==> src/rtl/sha256_pkg.sv <==
// Shared types and memory-port widths for the SHA-256 engines and the memory arbiter.
package sha256_pkg;

    typedef enum logic {
        IDLE = 1'b0,
        OWN  = 1'b1
    } arb_state_t;

    localparam int MEM_ADDR_W = 16;
    localparam int MEM_DATA_W = 32;

endpackage

==> src/rtl/sha256_rr_pick.sv <==
// Combinational round-robin picker: first set request at or after ptr, wrapping around.
module sha256_rr_pick #(
    parameter int NUM_REQ = 4,
    parameter int PTR_W   = $clog2(NUM_REQ)
) (
    input  logic [NUM_REQ-1:0] req,
    input  logic [PTR_W-1:0]   ptr,
    output logic [NUM_REQ-1:0] onehot,
    output logic [PTR_W-1:0]   idx,
    output logic               any
);

    logic [PTR_W:0] cand;

    // Walk the ring from the farthest slot back to ptr so the nearest hit is kept last.
    always_comb begin
        onehot = '0;
        idx    = '0;
        cand   = '0;
        any    = |req;
        for (int k = NUM_REQ - 1; k >= 0; k--) begin
            cand = {1'b0, ptr} + (PTR_W+1)'(k);
            if (cand >= (PTR_W+1)'(NUM_REQ))
                cand = cand - (PTR_W+1)'(NUM_REQ);
            if (req[cand[PTR_W-1:0]])
                idx = cand[PTR_W-1:0];
        end
        if (any)
            onehot[idx] = 1'b1;
    end

endmodule

==> src/rtl/sha256_mem_arbiter.sv <==
// Round-robin memory-port arbiter with burst lock and forced release for SHA-256 engines.
module sha256_mem_arbiter
    import sha256_pkg::*;
#(
    parameter int NUM_REQ   = 4,
    parameter int ADDR_W    = MEM_ADDR_W,
    parameter int DATA_W    = MEM_DATA_W,
    parameter int MAX_BURST = 20
) (
    input  logic                        clk,
    input  logic                        reset_n,
    input  logic [NUM_REQ-1:0]          req,
    input  logic [NUM_REQ-1:0]          req_we,
    input  logic [NUM_REQ*ADDR_W-1:0]   req_addr,
    input  logic [NUM_REQ*DATA_W-1:0]   req_wdata,
    output logic [NUM_REQ-1:0]          gnt,
    output logic [NUM_REQ-1:0]          rvalid,
    output logic [DATA_W-1:0]           rdata,
    output logic                        busy,
    output logic                        mem_clk,
    output logic                        mem_we,
    output logic [ADDR_W-1:0]           mem_addr,
    output logic [DATA_W-1:0]           mem_write_data,
    input  logic [DATA_W-1:0]           mem_read_data
);

    localparam int PTR_W = $clog2(NUM_REQ);
    localparam int CNT_W = (MAX_BURST > 1) ? $clog2(MAX_BURST) : 1;
    localparam logic [CNT_W-1:0] CNT_MAX = CNT_W'(MAX_BURST - 1);
    localparam logic [PTR_W-1:0] LAST    = PTR_W'(NUM_REQ - 1);

    arb_state_t          state, state_nxt;
    logic [NUM_REQ-1:0]  gnt_nxt, acc, pick_oh;
    logic [PTR_W-1:0]    ptr, ptr_nxt, own, own_nxt, pick_idx;
    logic [CNT_W-1:0]    cnt, cnt_nxt;
    logic                pick_any, others;

    assign acc     = gnt & req;
    assign others  = |(req & ~gnt);
    assign busy    = (state == OWN);
    assign rdata   = mem_read_data;
    assign mem_clk = clk;

    sha256_rr_pick #(.NUM_REQ(NUM_REQ), .PTR_W(PTR_W)) u_pick (
        .req    (req),
        .ptr    (ptr),
        .onehot (pick_oh),
        .idx    (pick_idx),
        .any    (pick_any)
    );

    // Next-state: grant from IDLE, hold/count/release in OWN. Handoffs always pass through IDLE.
    always_comb begin
        state_nxt = state;
        gnt_nxt   = gnt;
        ptr_nxt   = ptr;
        own_nxt   = own;
        cnt_nxt   = cnt;
        case (state)
            IDLE: begin
                if (pick_any) begin
                    state_nxt = OWN;
                    gnt_nxt   = pick_oh;
                    own_nxt   = pick_idx;
                    cnt_nxt   = '0;
                end
            end
            OWN: begin
                // req[own] high implies an access this cycle, since gnt[own] is set.
                if (!req[own] || (cnt == CNT_MAX && others)) begin
                    state_nxt = IDLE;
                    gnt_nxt   = '0;
                    ptr_nxt   = (own == LAST) ? '0 : own + 1'b1;
                end else if (cnt != CNT_MAX) begin
                    cnt_nxt = cnt + 1'b1;
                end
            end
            default: state_nxt = IDLE;
        endcase
    end

    // Arbiter state and read-return tracking; reset drops any read still in flight.
    always_ff @(posedge clk or negedge reset_n) begin
        if (!reset_n) begin
            state  <= IDLE;
            gnt    <= '0;
            rvalid <= '0;
            ptr    <= '0;
            own    <= '0;
            cnt    <= '0;
        end else begin
            state  <= state_nxt;
            gnt    <= gnt_nxt;
            rvalid <= acc & ~req_we;
            ptr    <= ptr_nxt;
            own    <= own_nxt;
            cnt    <= cnt_nxt;
        end
    end

    // AND-OR mux onto the memory port; all zero when nobody is accessing.
    always_comb begin
        mem_we         = 1'b0;
        mem_addr       = '0;
        mem_write_data = '0;
        for (int i = 0; i < NUM_REQ; i++) begin
            mem_we         = mem_we | (acc[i] & req_we[i]);
            mem_addr       = mem_addr | ({ADDR_W{acc[i]}} & req_addr[i*ADDR_W +: ADDR_W]);
            mem_write_data = mem_write_data | ({DATA_W{acc[i]}} & req_wdata[i*DATA_W +: DATA_W]);
        end
    end

endmodule

==> config.mk <==
export PLATFORM = sky130hd
export DESIGN_NAME = sha256_mem_arbiter
export DESIGN_NICKNAME = d
export VERILOG_FILES = /design/src/rtl/sha256_pkg.sv /design/src/rtl/sha256_rr_pick.sv /design/src/rtl/sha256_mem_arbiter.sv
export SDC_FILE = /design/constraint.sdc
export NUM_CORES = 1
export LEC_CHECK = 0
export CAP_MARGIN = 5
export CORE_AREA = 2 2 127 129
export CTS_CLUSTER_SIZE = 20
export DETAILED_ROUTE_END_ITERATION = 10
export DIE_AREA = 0 0 129 131
export PLACE_DENSITY = 0.64
export REMOVE_ABC_BUFFERS = 1
export SYNTH_ARGS = -nofsm -noshare
export SYNTH_HDL_FRONTEND = slang
export SYNTH_SLANG_ARGS = --single-unit
==> constraint.sdc <==
create_clock -name clk -period 3.32 [get_ports clk]
set_clock_uncertainty 0.05 [all_clocks]
set_input_delay 0.332 -clock clk [delete_from_list [all_inputs] [get_ports clk]]
set_output_delay 0.332 -clock clk [all_outputs]
set_load 0.01 [all_outputs]
==> impl_results.md, run 1 <==
- Initial Util: between 10% and 20%
- Antenna Nets Post-Route: 0
- Grt met1 use: about a fifth
- Final std cells w/o fill: ~730
- Met3 Use GR: approximately 7.2%
- Worst-path clk slew: roughly 0.050 ns
- Async SR Flop Fraction: between 90% and 100%
- CP most frequent cell: clkdlybuf4s50_1
- Die Width: about 130 um
- Slew at the pin closest to its max-slew limit: about 0.83 ns
- Number of flops mapped to enable cells by yosys: 0
- Run status: complete, no violations
- Final-stage net count: around 750
- Worst Path Buf+Inv: 3
- Global-route wire length before repair: between 15000 and 20000 um
- Setup TNS: 0 ns
- Slowest CP cell: clkdlybuf4s50_1
- Crit Path Category: in -> out
- Delay of the slowest critical-path stage: 0.60 ns
- Critical Path RT: between 2 and 3 ns
- Utilization after layout: 32.07%
- FF+latch area: roughly 450 um2
- Routed WL: about 14000 um
- Register-to-register setup slack: 1.52 ns
- Min setup slack post-route: about 0.55 ns
- Leakage: roughly 2.0 nW
- Synth warn: 0
- Share of layout cells above drive strength 1: ~5.1%
- Final hold violation count: 0
- Row count: 46
- Worst Path Max Fanout: 29
- R2R depth: 5
- Seq/Total Area, Yosys: just over 20%
- Syn Area/Cell: 7.490 um2
- Placed Instances: ~700
- Port-buffer cells: 260
- Slew headroom: about 44%
- Vias in the first global route: ~3300
- Hold_ws: between 0.3 and 0.4 ns
- Post-cts sizing count: 0
- Detailed-route DRC error count: 0
- TritonCTS clock tree: built
- Cell Pwr Density: approximately 510 nW/um2
- Global placer's final weighted congestion: 0.8188
- Mapped Cells: approximately 300
- CP Capture Type: primary output
- Most frequent cells in the layout: clkdlybuf4s50_1, a22oi_1, nand2_1
- Post-CTS Hold Fix Bufs: 0
- Final min period: 2.771 ns
- Via/cell ratio: 4.567
- First-pass detailed-route iteration total: 4
- IO Count: 325
- Total number of vias: around 3300
- Post-Place Setup Slack: 0.5689 ns
- Crit-path leading delay family: buffers and inverters
- Fillcell total: between 1500 and 2000
- Most used flip-flop cell after synthesis: dfrtp_1
- Synth unique cells: 39
- Layer with the highest usage: met2
- Buffer count from post-CTS setup fixing: 0
- Std-Cell Core Area: between 15000 and 20000 um2
- Maximum vdd drop: 0.0003639 V
- FF-to-FF Start: gnt[2]
- GR Layer Usage met2: about 21%
- Max-cap violations: 0
- Max Clock Freq: 360.9 MHz
- Setup violators final: 0
- Total global routing overflow: 0
- Die height: 131 um
- CP cell instances: clkdlybuf4s50_1 -> and2_2 -> buf_12 -> a22oi_1 -> nand2_1 -> clkdlybuf4s50_1
- DP HPWL: roughly 11000 um
- Mapped Area: 2210 um2
- Antenna violations before repair: 0
- Die ar.: ~17000 um2
- GRT Util Overall: approximately 15%
- Worst hold path type: in -> async
- Fin crit share: roughly 83%
- Layout overhead on the synthesized area: 126.4%
- Skew-Pair Late Insertion Delay: 0.36 ns
- Area of the multi-input gates: 1414 um2
- Iteration-0 DRC Markers: 139
- Seq cells post-synth: 18
- RSZ-0062 raised after global routing: false
- Commonest non-fill, non-tap cell in the layout: clkdlybuf4s50_1
- Ant diodes: 0
- Largest net degree at the start of global routing: a little over 50
- Crit path launch type: input port
- Critical path arrival: 2.39 ns
- WL/cell: about 19 um
- Max Slew Vio Count: 0
- Reg-to-Reg End: cnt[3]
report_power, final:
| part | switching, mW | internal, mW |
|---|---|---|
| registers | 0.0896 | 0.291 |
| logic | 0.737 | 0.947 |
| clock network | 0.119 | 0.357 |
| total | 0.946 | 1.60 |
state kept, by name (all words and copies together) (netlist names):
register and flops:
gnt 4, own 2, busy 1, rvalid 4
ptr 2, cnt 5
worst register-to-register path, stage by stage, from the launching register on:
cell,delay (ns)
dfrtp_1,0.45
nor2b_4,0.06
a2111oi_2,0.42
o21ai_2,0.17
or3_1,0.39
a21oi_1,0.17
cell usage after synthesis, types with 2 or more instances:
| cell | instances | area [um2] |
|---|---|---|
| o21ai_0 | 7 | 35.03 |
| ha_1 | 2 | 25.02 |
| a22oi_1 | 98 | 735.7 |
| o2bb2ai_1 | 2 | 17.52 |
| a21oi_1 | 3 | 15.01 |
| nand4_1 | 3 | 18.77 |
| nand2b_1 | 3 | 18.77 |
| dfrtp_1 | 18 | 450.4 |
| inv_1 | 3 | 11.26 |
| nor2b_1 | 6 | 37.54 |
| a22o_1 | 2 | 17.52 |
| and2_1 | 3 | 18.77 |
| nand2_1 | 57 | 214.0 |
| nand3_1 | 2 | 10.01 |
| nor2_1 | 6 | 22.52 |
| and2b_1 | 2 | 15.01 |
| clkbuf_1 | 24 | 90.09 |
| buf_4 | 33 | 247.7 |
cell families (layout without fill, tap and decap cells):
family,count (synthesis),after routing,share of synthesized area [%]
AND/OR/NAND/NOR,91,91,19.59
buffers and inverters,60,277,15.80
multiplexers,3,3,1.642
XOR/XNOR,1,1,0.3964
flip-flops,18,18,20.38
AO/OA/AOI/OAI,120,120,41.05
adder cells (fa/ha/maj),2,2,1.132
final cells by class:
type	count	share of cell area (%)
Clock buffer	8	3.477
Inverter	3	0.2251
Multi-Input combinational cell	217	28.26
Sequential cell	18	9.004
Tap cell	216	5.403
Timing Repair Buffer	266	53.63
stage by stage:
step	power [mW]	instance area [um2]
after floorplan	1.087	1872
after global placement	2.070	4838
after detailed placement	2.089	4838
after CTS	2.560	5002
after global routing	2.721	5002
final	2.541	5002
worst max path at each step:
stage	from	endpoint	slack, ns	cells after the start
after floorplan	gnt[2]	mem_write_data[19]	1.17	3
after global placement	req[2]	mem_write_data[8]	0.60	6
after detailed placement	req[1]	mem_addr[5]	0.57	6
after CTS	req[1]	mem_addr[5]	0.55	6
after global routing	req[2]	mem_write_data[8]	0.45	6
final	req[1]	mem_addr[5]	0.55	6
layer usage:
layer | wire [um] | share of wire [%]
met5 | 0 | 0
met3 | 1503 | 11
met2 | 6164 | 45
met1 | 5891 | 43
met4 | 219 | 1.6
Power figures use the tool's default switching activity.
==> run 2, diff against run 1 <==
--- a/config.mk
+++ b/config.mk
@@ -10,7 +10,7 @@
 export CTS_CLUSTER_SIZE = 20
 export DETAILED_ROUTE_END_ITERATION = 10
 export DIE_AREA = 0 0 129 131
-export PLACE_DENSITY = 0.64
+export PLACE_DENSITY = 0.66
 export REMOVE_ABC_BUFFERS = 1
 export SYNTH_ARGS = -nofsm -noshare
 export SYNTH_HDL_FRONTEND = slang
==> constraint.sdc (replaced) <==
create_clock -name clk -period 2.49 [get_ports clk]
set_clock_uncertainty 0.05 [all_clocks]
set_input_delay 0.249 -clock clk [delete_from_list [all_inputs] [get_ports clk]]
set_output_delay 0.249 -clock clk [all_outputs]
set_load 0.01 [all_outputs]
==> run 2 against run 1 <==
Design area up 1.1%. Non-clock buffer count up 4. Die area unchanged. Hold slack worse by 0.091 ns. Largest power group unchanged.
==> impl_results.md, run 2 (synthesis gave the netlist of run 1 again) <==
- Total global routing overflow: 0 (unchanged)
- Largest net degree at the start of global routing: 51 (unchanged)
- Port-buffer cells: 260 (unchanged)
- RSZ-0062 raised after global routing: false (unchanged)
- Die height: 131 um (unchanged)
- Utilization after layout: 32.42% (was 32.07%)
- Commonest non-fill, non-tap cell in the layout: clkdlybuf4s50_1 (unchanged)
- Fillcell total: 1607 (was 1620)
- Max Clock Freq: roughly 420 MHz
- Switching power: 1.251 mW (was 0.9460 mW)
- Clk pwr share: 18.5% (was 18.8%)
- Antenna violations before repair: 0 (unchanged)
- WL/cell: 17.69 um (was 18.93 um)
- Skew-Pair Late Insertion Delay: 0.36 ns (about the same)
- Final min period: 2.370 ns
- Critical Path RT: 2.19 ns (was 2.94 ns)
- Initial Util: 14.17% (unchanged)
- Iteration-0 DRC Markers: 119 (was 139)
- Slowest CP cell: clkdlybuf4s50_1 (unchanged)
- Final-stage net count: 753 (was 749)
- Setup TNS: 0 ns (unchanged)
- Via/cell ratio: 4.377 (was 4.567)
- Row count: 46 (unchanged)
- Global-route wire length before repair: 18420 um (was 19110 um)
- Cell Pwr Density: 672.1 nW/um2 (was 508.0 nW/um2)
- Slew headroom: 45.86% (was 44.34%)
- Detailed-route DRC error count: 0 (unchanged)
- Switching share of power: 36.80% (was 37.23%)
- Post-Route M1 WL: 5429 um (was 5891 um)
- Worst Path Max Fanout: 29 (unchanged)
- Post-cts sizing count: 0 (unchanged)
- Buffer count from post-CTS setup fixing: 0 (unchanged)
- Slew at the pin closest to its max-slew limit: 0.8096 ns (was 0.8323 ns)
- Flop pwr share: 15.0% (about the same)
- Met3 WL post-DR: 1385 um (was 1503 um)
- DP HPWL: 10260 um (was 11170 um)
- Max Slew Vio Count: 0 (unchanged)
- Global placer's final weighted congestion: 0.7712 (was 0.8188)
- Worst hold path type: in -> async (unchanged)
- Crit path launch type: flop (was input port)
- Maximum vdd drop: 0.0004341 V (was 0.0003639 V)
- IO Count: 325 (unchanged)
- Most frequent cells in the layout: clkdlybuf4s50_1, a22oi_1, nand2_1 (unchanged)
- Layout overhead on the synthesized area: 128.9% (was 126.4%)
- Logic pwr share: 66.5% (was 66.3%)
- Largest Register: cnt (unchanged)
- Critical path arrival: 2.07 ns (was 2.39 ns)
- Top Registers: cnt: 5 flops, gnt: 4 flops, rvalid: 4 flops (unchanged)
- First-pass detailed-route iteration total: 5 (was 4)
- Die Width: 129 um (unchanged)
- Share of layout cells above drive strength 1: 5.814% (was 5.078%)
- Met2 routed WL: 5863 um (was 6164 um)
- Critical path launch point: gnt[2] (was req[1])
- Delay of the slowest critical-path stage: 0.49 ns (was 0.60 ns)
- Largest register FFs: 5 (unchanged)
- Leakage: 1.992 nW (was 1.967 nW)
- Vias in the first global route: 3190 (was 3328)
- Total number of vias: 3204 (was 3325)
- Die ar.: 16900 um2 (unchanged)
- Highest routed metal layer: met5 (was met4)
- Setup violators final: 0 (unchanged)
- GRT Util Overall: 14.22% (was 14.85%)
- Post-CTS Hold Fix Bufs: 0 (unchanged)
- CP Capture Type: primary output (unchanged)
- FF-to-FF Start: cnt[0] (was gnt[2])
- Std-Cell Core Area: 15600 um2 (unchanged)
- Ant diodes: 0 (unchanged)
- Max-cap violations: 0 (unchanged)
- CP cell instances: and2_2 -> buf_12 -> a22oi_1 -> nand2_1 -> clkdlybuf4s50_1 (was clkdlybuf4s50_1 -> and2_2 -> buf_12 -> a22oi_1 -> nand2_1 -> clkdlybuf4s50_1)
- Routed WL: 12950 um (was 13780 um)
- Final hold violation count: 0 (unchanged)
- Crit Path Category: reg -> out (was in -> out)
- Antenna Nets Post-Route: 0 (unchanged)
- TritonCTS clock tree: built (unchanged)
- Run status: complete, no violations (unchanged)
- Pint: 2.148 mW (was 1.595 mW)
- Fin crit share: a little over nine tenths
- Worst-path clk slew: 0.06 ns (was 0.05 ns)
-- run 2: changes by cell type in the layout (fill, tap and decap cells not counted) --
cell | before | now
buf_4 | 4 | 6
buf_12 | 3 | 5
-- run 2: power by group through the flow --
stage | Sequential (mW) | Clock, mW | Combinational [mW]
2_1_floorplan | 0.495 | 0 | 0.954
3_3_place_gp | 0.505 | 0.0408 | 2.26
3_5_place_dp | 0.506 | 0.0408 | 2.26
4_1_cts | 0.507 | 0.642 | 2.28
5_1_grt | 0.524 | 0.657 | 2.47
6_report | 0.509 | 0.630 | 2.26
-- run 2: routing by layer --
metal / track usage [%] / vias up
li1: - / 1521
met1: 19.19 / 1452
met2: 20.79 / 211
met3: 6.515 / 18
met4: 2.238 / 2
met5: 3.529 / -
-- run 2: critical path, delay by kind of cell, from the launching register on --
family | cells | cell delay, ns
AND/OR/NAND/NOR | 2 | 0.33
buffers and inverters | 2 | 0.66
flip-flops | 1 | 0.43
AO/OA/AOI/OAI | 1 | 0.27
-- run 2: cell type report --
cell class	count	area, um2	area share, %
inverters	3	11.26	0.2227
flip-flops and latches	18	450.4	8.906
clock buffers	8	173.9	3.439
multi-input cells	217	1414	27.96
repair buffers	270	2738	54.13
well taps	216	270.3	5.344
-- run 2: metrics by stage --
| step | power [mW] | setup slack, ns | instance area (um2) | hold slack [ns] | std cells |
|---|---|---|---|---|---|
| finish | 3.399 | 0.1202 | 5057 | 0.3060 | 732 |
| global route | 3.646 | 0.03693 | 5057 | 0.3855 | 732 |
| CTS | 3.432 | 0.1014 | 5057 | 0.3359 | 732 |
| detailed placement | 2.804 | 0.1920 | 4893 | 0.4481 | 725 |
| global placement | 2.805 | 0.1385 | 4893 | 0.4481 | 725 |
| floorplan | 1.449 | 0.4238 | 1872 | -0.09659 | 238 |
-- run 2: path summary, 6_finish.rpt --
kind,to,slack (ns),depth (start not counted)
min in group clk,rvalid[2],0.40,2
worst max register to register,gnt[1],0.75,5
worst min register to register,cnt[1],0.46,2
worst min-delay path,ptr[0],0.31,1
max in group asynchronous,own[1],1.57,1
worst max-delay path,mem_write_data[4],0.12,5
